[src/rtl/uart_tx_param_if.sv]
// Producer-side word channel of the parametrised UART transmitter.
//
// Handshake: the producer holds tx_valid, tx_data and the frame
// configuration (parity_en, parity_odd, two_stop) stable while tx_valid
// is high; a word transfers on every rising clk edge where
// tx_valid && tx_ready. tx_ready never depends on tx_valid.
interface uart_tx_param_if #(
    parameter int DATA_W = 8
) ();
    logic              tx_valid;
    logic [DATA_W-1:0] tx_data;
    logic              parity_en;
    logic              parity_odd;
    logic              two_stop;
    logic              tx_ready;

    modport master (
        output tx_valid, tx_data, parity_en, parity_odd, two_stop,
        input  tx_ready
    );

    modport slave (
        input  tx_valid, tx_data, parity_en, parity_odd, two_stop,
        output tx_ready
    );
endinterface

[src/rtl/uart_tx_param.sv]
// Parametrised UART transmitter: DATA_W data bits LSB first, optional
// even/odd parity, one or two stop bits. A one-entry holding buffer lets
// the next word load on the same edge the previous frame ends, so
// consecutive frames leave no idle gap on the line.
module uart_tx_param #(
    parameter int  DATA_W       = 8,
    parameter int  CLKS_PER_BIT = 8,
    localparam int CNT_W        = $clog2(CLKS_PER_BIT)
) (
    input  logic            clk,
    input  logic            rst,
    uart_tx_param_if.slave  tx_if,
    output logic            uart_out,
    output logic            lineactive,
    output logic            done,
    output logic [2:0]      dbg_state_o
);

    localparam int IDX_W = 4;

    typedef enum logic [2:0] {
        S_IDLE   = 3'd0,
        S_START  = 3'd1,
        S_DATA   = 3'd2,
        S_PARITY = 3'd3,
        S_STOP   = 3'd4
    } state_t;

    state_t            state_q, state_d;
    logic [CNT_W-1:0]  cnt_q, cnt_d;
    logic [IDX_W-1:0]  bit_idx_q, bit_idx_d;
    logic              stop_idx_q, stop_idx_d;

    // Frame in flight: shifted data plus the configuration it was accepted with.
    logic [DATA_W-1:0] shift_q, shift_d;
    logic              par_en_q, par_en_d;
    logic              par_bit_q, par_bit_d;
    logic              two_stop_q, two_stop_d;

    // Holding buffer.
    logic              buf_full_q, buf_full_d;
    logic [DATA_W-1:0] buf_data_q, buf_data_d;
    logic              buf_par_en_q, buf_par_en_d;
    logic              buf_par_odd_q, buf_par_odd_d;
    logic              buf_two_q, buf_two_d;

    logic              uart_q, uart_d;
    logic              line_q, line_d;
    logic              done_q, done_d;

    logic              bit_end;
    logic              last_data;
    logic              frame_end;
    logic              load;
    logic              accept;

    assign bit_end   = (cnt_q == CNT_W'(CLKS_PER_BIT - 1));
    assign last_data = (bit_idx_q == IDX_W'(DATA_W - 1));
    assign frame_end = (state_q == S_STOP) && bit_end && (!two_stop_q || stop_idx_q);
    // A buffered word starts either from idle or straight after a frame's last stop bit.
    assign load      = buf_full_q && ((state_q == S_IDLE) || frame_end);
    assign accept    = tx_if.tx_valid && tx_if.tx_ready;

    assign tx_if.tx_ready = !buf_full_q && !rst;
    assign uart_out       = uart_q;
    assign lineactive     = line_q;
    assign done           = done_q;
    assign dbg_state_o    = state_q;

    // State register: every flop of the block, cleared by synchronous reset.
    always_ff @(posedge clk) begin
        if (rst) begin
            state_q       <= S_IDLE;
            cnt_q         <= '0;
            bit_idx_q     <= '0;
            stop_idx_q    <= 1'b0;
            shift_q       <= '0;
            par_en_q      <= 1'b0;
            par_bit_q     <= 1'b0;
            two_stop_q    <= 1'b0;
            buf_full_q    <= 1'b0;
            buf_data_q    <= '0;
            buf_par_en_q  <= 1'b0;
            buf_par_odd_q <= 1'b0;
            buf_two_q     <= 1'b0;
            uart_q        <= 1'b1;
            line_q        <= 1'b0;
            done_q        <= 1'b0;
        end else begin
            state_q       <= state_d;
            cnt_q         <= cnt_d;
            bit_idx_q     <= bit_idx_d;
            stop_idx_q    <= stop_idx_d;
            shift_q       <= shift_d;
            par_en_q      <= par_en_d;
            par_bit_q     <= par_bit_d;
            two_stop_q    <= two_stop_d;
            buf_full_q    <= buf_full_d;
            buf_data_q    <= buf_data_d;
            buf_par_en_q  <= buf_par_en_d;
            buf_par_odd_q <= buf_par_odd_d;
            buf_two_q     <= buf_two_d;
            uart_q        <= uart_d;
            line_q        <= line_d;
            done_q        <= done_d;
        end
    end

    // Next-state logic: bit sequencing and bit-time / bit-index / stop-bit counters.
    always_comb begin
        state_d    = state_q;
        cnt_d      = bit_end ? '0 : cnt_q + CNT_W'(1);
        bit_idx_d  = bit_idx_q;
        stop_idx_d = stop_idx_q;
        case (state_q)
            S_IDLE: begin
                cnt_d = '0;
                if (buf_full_q) begin
                    state_d = S_START;
                end
            end
            S_START: begin
                if (bit_end) begin
                    state_d   = S_DATA;
                    bit_idx_d = '0;
                end
            end
            S_DATA: begin
                if (bit_end) begin
                    if (last_data) begin
                        state_d    = par_en_q ? S_PARITY : S_STOP;
                        stop_idx_d = 1'b0;
                    end else begin
                        bit_idx_d = bit_idx_q + IDX_W'(1);
                    end
                end
            end
            S_PARITY: begin
                if (bit_end) begin
                    state_d    = S_STOP;
                    stop_idx_d = 1'b0;
                end
            end
            S_STOP: begin
                if (bit_end) begin
                    if (two_stop_q && !stop_idx_q) begin
                        stop_idx_d = 1'b1;
                    end else begin
                        state_d = buf_full_q ? S_START : S_IDLE;
                    end
                end
            end
            default: begin
                state_d    = S_IDLE;
                cnt_d      = '0;
                bit_idx_d  = '0;
                stop_idx_d = 1'b0;
            end
        endcase
    end

    // Output and datapath logic: line level for the next bit, done pulse, buffer.
    always_comb begin
        uart_d        = uart_q;
        line_d        = line_q;
        done_d        = 1'b0;
        shift_d       = shift_q;
        par_en_d      = par_en_q;
        par_bit_d     = par_bit_q;
        two_stop_d    = two_stop_q;
        buf_full_d    = buf_full_q;
        buf_data_d    = buf_data_q;
        buf_par_en_d  = buf_par_en_q;
        buf_par_odd_d = buf_par_odd_q;
        buf_two_d     = buf_two_q;

        case (state_q)
            S_IDLE: begin
                uart_d = 1'b1;
                line_d = 1'b0;
            end
            S_START: begin
                if (bit_end) begin
                    uart_d = shift_q[0];
                end
            end
            S_DATA: begin
                if (bit_end) begin
                    if (last_data) begin
                        uart_d = par_en_q ? par_bit_q : 1'b1;
                    end else begin
                        shift_d = shift_q >> 1;
                        uart_d  = shift_q[1];
                    end
                end
            end
            S_PARITY: begin
                if (bit_end) begin
                    uart_d = 1'b1;
                end
            end
            S_STOP: begin
                if (frame_end) begin
                    done_d = 1'b1;
                    uart_d = 1'b1;
                    line_d = 1'b0;
                end
            end
            default: begin
                uart_d = 1'b1;
                line_d = 1'b0;
            end
        endcase

        // Loading a word overrides the idle / end-of-frame line level with a start bit.
        if (load) begin
            shift_d    = buf_data_q;
            par_en_d   = buf_par_en_q;
            par_bit_d  = (^buf_data_q) ^ buf_par_odd_q;
            two_stop_d = buf_two_q;
            buf_full_d = 1'b0;
            uart_d     = 1'b0;
            line_d     = 1'b1;
        end

        // Accept and load are exclusive because tx_ready is low while the buffer is full.
        if (accept) begin
            buf_full_d    = 1'b1;
            buf_data_d    = tx_if.tx_data;
            buf_par_en_d  = tx_if.parity_en;
            buf_par_odd_d = tx_if.parity_odd;
            buf_two_d     = tx_if.two_stop;
        end
    end

endmodule

[src/flat_wrapper.sv]
// flat-port wrapper written by rule: the top's interface ports become plain ports
module uart_tx_param_flat 
#(
    parameter int  DATA_W       = 8,
    parameter int  CLKS_PER_BIT = 8,
    localparam int CNT_W        = $clog2(CLKS_PER_BIT)
)
  (clk, rst, uart_out, lineactive, done, dbg_state_o, tx_if_tx_valid, tx_if_tx_data, tx_if_parity_en, tx_if_parity_odd, tx_if_two_stop, tx_if_tx_ready);
  uart_tx_param_if #(.DATA_W(DATA_W)) tx_if_i ();
  input  logic clk;
  input  logic rst;
  output logic uart_out;
  output logic lineactive;
  output logic done;
  output logic [2:0] dbg_state_o;
  input wire logic [$bits(tx_if_i.tx_valid)-1:0] tx_if_tx_valid;
  input wire logic [$bits(tx_if_i.tx_data)-1:0] tx_if_tx_data;
  input wire logic [$bits(tx_if_i.parity_en)-1:0] tx_if_parity_en;
  input wire logic [$bits(tx_if_i.parity_odd)-1:0] tx_if_parity_odd;
  input wire logic [$bits(tx_if_i.two_stop)-1:0] tx_if_two_stop;
  output wire logic [$bits(tx_if_i.tx_ready)-1:0] tx_if_tx_ready;
  assign tx_if_i.tx_valid = tx_if_tx_valid;
  assign tx_if_i.tx_data = tx_if_tx_data;
  assign tx_if_i.parity_en = tx_if_parity_en;
  assign tx_if_i.parity_odd = tx_if_parity_odd;
  assign tx_if_i.two_stop = tx_if_two_stop;
  assign tx_if_tx_ready = tx_if_i.tx_ready;
  uart_tx_param #(.DATA_W(DATA_W), .CLKS_PER_BIT(CLKS_PER_BIT)) u_core (.clk(clk), .rst(rst), .tx_if(tx_if_i), .uart_out(uart_out), .lineactive(lineactive), .done(done), .dbg_state_o(dbg_state_o));
endmodule
[config.mk]
export PLATFORM = sky130hd
export DESIGN_NAME = uart_tx_param_flat
export DESIGN_NICKNAME = d
export VERILOG_FILES = /design/src/rtl/uart_tx_param_if.sv /design/src/rtl/uart_tx_param.sv /design/src/flat_wrapper.sv
export SDC_FILE = /design/constraint.sdc
export NUM_CORES = 1
export LEC_CHECK = 0
export ABC_AREA = 0
export CORE_UTILIZATION = 55
export DETAILED_ROUTE_END_ITERATION = 10
export PLACE_DENSITY = 0.79
export SYNTH_ARGS = -nofsm -noshare
export SYNTH_HDL_FRONTEND = slang
export SYNTH_SLANG_ARGS = --single-unit
[constraint.sdc]
create_clock -name clk -period 2 [get_ports clk]
set_input_delay 0.4 -clock clk [delete_from_list [all_inputs] [get_ports clk]]
set_output_delay 0.4 -clock clk [all_outputs]
set_load 0.01 [all_outputs]
---- After elaboration in Yosys (flattened, before gate mapping) ----
Index checks and enable logic that the tools add are counted.
cells by class
  reductions and logical operators ........ 29
  equal/unequal tests ..................... 21
  mux-type cells .......................... 38
  bitwise gates (word level) .............. 5
  add/subtract/negate cells ............... 2
operators with widths
  kind                                                                      number
  8-bit 2-to-1 mux                                                          4
  3-bit 2-to-1 mux                                                          8
  1-bit 2-to-1 mux                                                          18
  3-bit one-hot mux with 5 select lines                                     1
  2-bit by 1-bit inequality test with 1-bit output (second input constant)  7
  4-bit 2-to-1 mux                                                          3
  3-bit by 1-bit inequality test with 1-bit output (second input constant)  4
  4-bit one-hot mux with 3 select lines                                     1
  3-bit OR reduction                                                        3
  2-bit inequality test (second input constant)                             4
  1-bit one-hot mux with 4 select lines                                     2
  4-bit AND reduction                                                       2
  8-bit XOR reduction                                                       1
  7-bit AND reduction                                                       1
  3-bit by 2-bit equality test with 1-bit output (second input constant)    2
  3-bit equality test (second input constant)                               2
  1-bit logical AND                                                         6
  6-bit AND reduction                                                       1
  2-bit nonzero test                                                        3
  4-bit by 1-bit adder with 4-bit output (second input constant)            1
  4-bit by 3-bit equality test with 1-bit output (second input constant)    1
  1-bit logical NOT                                                         4
  1-bit inverter                                                            4
  2-bit OR reduction                                                        2
  9 further kinds                                                           10
storage, ports and cells
  input port bits ......................... 14
  output and inout bits ................... 7
  register bits ........................... 37

---- Depth between registers and ports, before layout ----
  depth after elaboration ................. 7
  gate-level depth with buffers ........... 7

---- Least setup slack after synthesis ----
OpenSTA, ideal clock, no wires.
  path type ............................... reg2reg
  start point ............................. register u_core.cnt_q[0]
  end point ............................... register u_core.state_q[1] (netlist: u_core.dbg_state_o[1])
  buffers on the path ..................... 0
  setup time .............................. 0.112 ns
  required time ........................... 1.888 ns
  arrival time ............................ 1.526 ns
  cell stages (with the launch flop) ...... 7
  slack ................................... 0.362 ns
  period minus slack after synthesis ...... 1.638 ns
  path through ............................ dfxtp_1 -> ha_1 -> ha_1 -> mux2_4 -> mux2i_1 -> a211oi_2 -> a2111oi_1
between the ends
  cells in the longest elaborated chain, start to end .. 3
  elaborated cells between the ends (all ways) .. 6
  those cells by class .................... eq/ne: 5; reduce/logical: 1
ends and longest elaborated chain
  item                                                        line                 text
  start: declaration                                          uart_tx_param.sv:30  logic [CNT_W-1:0] cnt_q, cnt_d;
  start signal: assignment                                    uart_tx_param.sv:91  cnt_q <= cnt_d;
  3-bit equality test (*)                                     uart_tx_param.sv:57  assign bit_end = (cnt_q == CNT_W'(CLKS_PER_BIT - 1));
  2-bit by 1-bit inequality test with 1-bit output (no line)  -
  7-bit AND reduction (no line) (*)                           -
  end signal: assignment                                      uart_tx_param.sv:90  state_q <= state_d;
  end: declaration                                            uart_tx_param.sv:29  state_t state_q, state_d;
Mark *: on every way between the ends. The rest lies on a longest branch, timed or not.
A chain may end at the register's enable or synchronous reset.

---- Worst setup path in the final report ----
Ends and elaborated chain as after synthesis.

==> implementation parameters <==
Parameter                              Value

Outcome
  Status ... complete, no violations

Worst setup path
  Startpoint type of the worst setup path ... flip-flop
  Critical path class ... reg -> reg
  Worst path arrival time ... 2.14 ns
  Critical-path cell list ... ha_1 -> ha_1 -> mux2_4 -> mux2i_1 -> a211oi_2 -> a2111oi_1
  Endpoint required time on the critical path ... 2.22 ns
  CP max stage cell ... sky130_fd_sc_hd__a2111oi_1
  Worst Setup End Kind ... flip-flop
  Largest incremental delay on the critical path ... 0.42 ns
  Worst-path maximum fanout ... 6
  Source of the worst register-to-register timing path ... u_core.cnt_q[0]
  Startpoint of the most critical setup path ... u_core.cnt_q[0]
  Library cell appearing most often on the critical path ... sky130_fd_sc_hd__ha_1

STA
  Crit path setup slack, layout ... between 0.07 and 0.08 ns
  Max-slew violations ... 0
  Worst-case clock skew ... 0.0193 ns
  Highest attainable clock frequency ... 519 MHz
  Setup repair after global routing missed its margin ... no
  Setup-failing EPs final ... 0
  Tightest Pin Transition ... 0.560 ns
  WHS ... 0.462 ns
  Number of failing hold endpoints at the final stage ... 0
  Slew margin rel. ... a little over three fifths
  Crit share post-route ... 96.4%
  Total negative slack ... 0 ns
  Tmin final ... between 1.5 and 2 ns

Placed design
  Cell area after placement ... 2000 sq um
  Post-placement cell count ... roughly 260
  Post-Place Setup Slack ... 0.107 ns
  GP Congestion ... 0.788
  Total of buffers placed on input and output ports ... 20
  Half-perimeter wire length after placement ... 2.42 mm

Pwr
  Pwr per Cell Area ... 859 nW/um^2
  Total chip power ... roughly 1.8 mW
  Pleak ... approximately 0.73 nW
  Worst-case vdd ir drop ... around 0.47 mV

Detailed routing
  Detailed-route via count ... 1496
  Routed WL per cell ... 12.9 um
  Starting DRC count in detailed routing ... 78
  Total wire length after detailed routing ... roughly 3.5 mm
  DRC ... 0
  Residual antenna-violating net count after detailed routing ... 0
  Avg Vias per Cell ... 5.56
  Total iterations of the first detailed-routing run ... 4

Yosys
  Top cell types by occurrence after synthesis ... sky130_fd_sc_hd__nand2_1, sky130_fd_sc_hd__dfxtp_1, sky130_fd_sc_hd__nand2b_1, sky130_fd_sc_hd__nor2_1, sky130_fd_sc_hd__o21ai_0
  Average cell area after synthesis ... 8.67 sq um
  Count of yosys warnings during synthesis ... 0
  Number of library cell types mapped by synthesis ... 47
  Most instantiated flip-flop cell in the synthesis netlist ... sky130_fd_sc_hd__dfxtp_1
  Flip-flop and latch count after synthesis ... 37
  Post-synth net total ... 223
  Most frequent cell after synthesis ... sky130_fd_sc_hd__nand2_1
  Number of standard cells after synthesis ... 206
  Summed instance area of the synthesized netlist ... about 1800 sq um
  Top cell type by total area after synthesis ... sky130_fd_sc_hd__dfxtp_1
  Area share of the leading cell type in the synthesized netlist ... 41.5%
  Sequential area share after synthesis ... 41.5%
  Cell types occupying the most area after synthesis ... sky130_fd_sc_hd__dfxtp_1, sky130_fd_sc_hd__nand2_1, sky130_fd_sc_hd__nand2b_1
  FFs w/ async S/R, synth ... 0%
  Post-synth EDFFs ... 0

CTS
  CTS Sinks ... 37
  Cell chosen for the clock root ... sky130_fd_sc_hd__clkbuf_4
  CTS H-Tree Depth ... 2
  Maximum root-to-sink buffer count ... 2
  Setup bufs post-CTS ... 0
  Clock tree from TritonCTS ... done
  Insertion delay of the later-clocked pin in the worst-skew pair ... approximately 0.34 ns
  CTS buffer count ... 5
  Clk pin slew, worst setup/hold paths ... roughly 0.12 ns

Finish
  Share of layout cells above drive strength 1 ... 10.7%
  Final std cells w/o fill ... 269
  Net count of the finished layout ... 241
  Final Instance Area ... about 2100 sq um
  Core occupancy in the finished layout ... 66.8%
  Area added between synthesis and finish ... 15.1%
  Diodes inserted ... 0

Global routing
  Number of antenna violations at the first check in global routing ... 0
  GR Overflow Total ... 0
  Maximum number of pins on one net before global-route repair ... 37
  Global-route wire length before repair ... 5.80 mm
  Vias in the first global route ... around 1300
  Global Route Usage Sum ... ~22%

Hold path
  Startpoint of the tightest hold check path ... u_core.cnt_q[0]
  Worst hold-check path type ... reg -> reg

Die
  Floorplan die height ... 59.0 um
  Die width ... a little under 60 um
  Die area ... between 3000 and 4000 sq um
  Core footprint ... 3080 sq um
  Row Count ... 20
  Number of I/O pins ... 21
  Initial standard-cell utilization of the core ... 58.0%

Flow run
  Max-cap violation count ... 0
## path summary, 6_finish.rpt
kind	endpoint	slack, ns	cells past startpoint
setup reg to reg	u_core.dbg_state_o[1]	0.07	6
hold / removal	u_core.cnt_q[0]	0.46	1
setup / recovery	u_core.dbg_state_o[1]	0.07	6
hold reg to reg	u_core.cnt_q[0]	0.46	1
## repair_timing
action | in CTS | in global routing
hold buffers | 0 | 0
setup endpoints to repair | 1 | 1
gates resized for setup | 1 | 1
## registers in the layout, summed over array words and instances (netlist names)
register / cells
u_core.buf_par_odd_q: 1
u_core.bit_idx_q: 4
u_core.dbg_state_o: 3
u_core.buf_two_q: 1
u_core.cnt_q: 3
u_core.par_bit_q: 1
u_core.done: 1
u_core.buf_par_en_q: 1
u_core.lineactive: 1
u_core.par_en_q: 1
u_core.stop_idx_q: 1
u_core.buf_data_q: 8
u_core.buf_full_q: 1
u_core.shift_q: 8
u_core.two_stop_q: 1
u_core.uart_out: 1
## power by group
part	internal, mW	leakage, nW	switching [mW]
registers	0.825	0.303	0.0828
clock network	0.134	0.0320	0.240
logic	0.245	0.394	0.240
## layer usage
metal / vias up / wire length, um / GRT usage [%] / share of wire, %
li1: 751 / - / - / -
met1: 703 / 1590 / 28.4 / 46
met2: 40 / 1690 / 36.2 / 49
met3: 2 / 177 / 4.80 / 5.1
met4: 0 / 17 / 9.86 / 0.49
met5: - / 0 / 0 / 0
## placed cells by master, fill, tap and decap left out, types with 6 or more instances in the layout
cell type and count:
sky130_fd_sc_hd__clkdlybuf4s50_1 20, sky130_fd_sc_hd__a311oi_1 7, sky130_fd_sc_hd__a21oi_1 10, sky130_fd_sc_hd__nand2b_1 14
sky130_fd_sc_hd__nor2_1 14, sky130_fd_sc_hd__dfxtp_1 35, sky130_fd_sc_hd__nand2_1 38, sky130_fd_sc_hd__xnor2_1 6
sky130_fd_sc_hd__o21ai_0 14
## cells by family (layout without fill, tap and decap cells)
logic type	count (synthesis)	in the layout	share of synthesized area (%)
simple gates	90	90	25.1
xor+xnor	8	8	4.69
buf+inv	16	35	4.48
mux	5	5	3.15
compound gates	47	47	19.0
fa+ha+maj	3	3	2.10
flops	37	37	41.5
## worst max-delay path, delay by kind of cell (launching register included)
| kind | cells | cell delay [ns] |
|---|---|---|
| compound gates | 2 | 0.55 |
| fa+ha+maj | 2 | 0.45 |
| mux | 2 | 0.46 |
| flops | 1 | 0.34 |
## final cells by class
cell class	instances	area, sq um
Sequential cell	37	743
Fill cell	264	1020
Timing Repair Buffer	24	230
Clock buffer	6	41.3
Multi-Input combinational cell	153	966
Tap cell	44	55.1
Inverter	3	11.3
Clock inverter	2	10.0
Power figures use the tool's default switching activity.
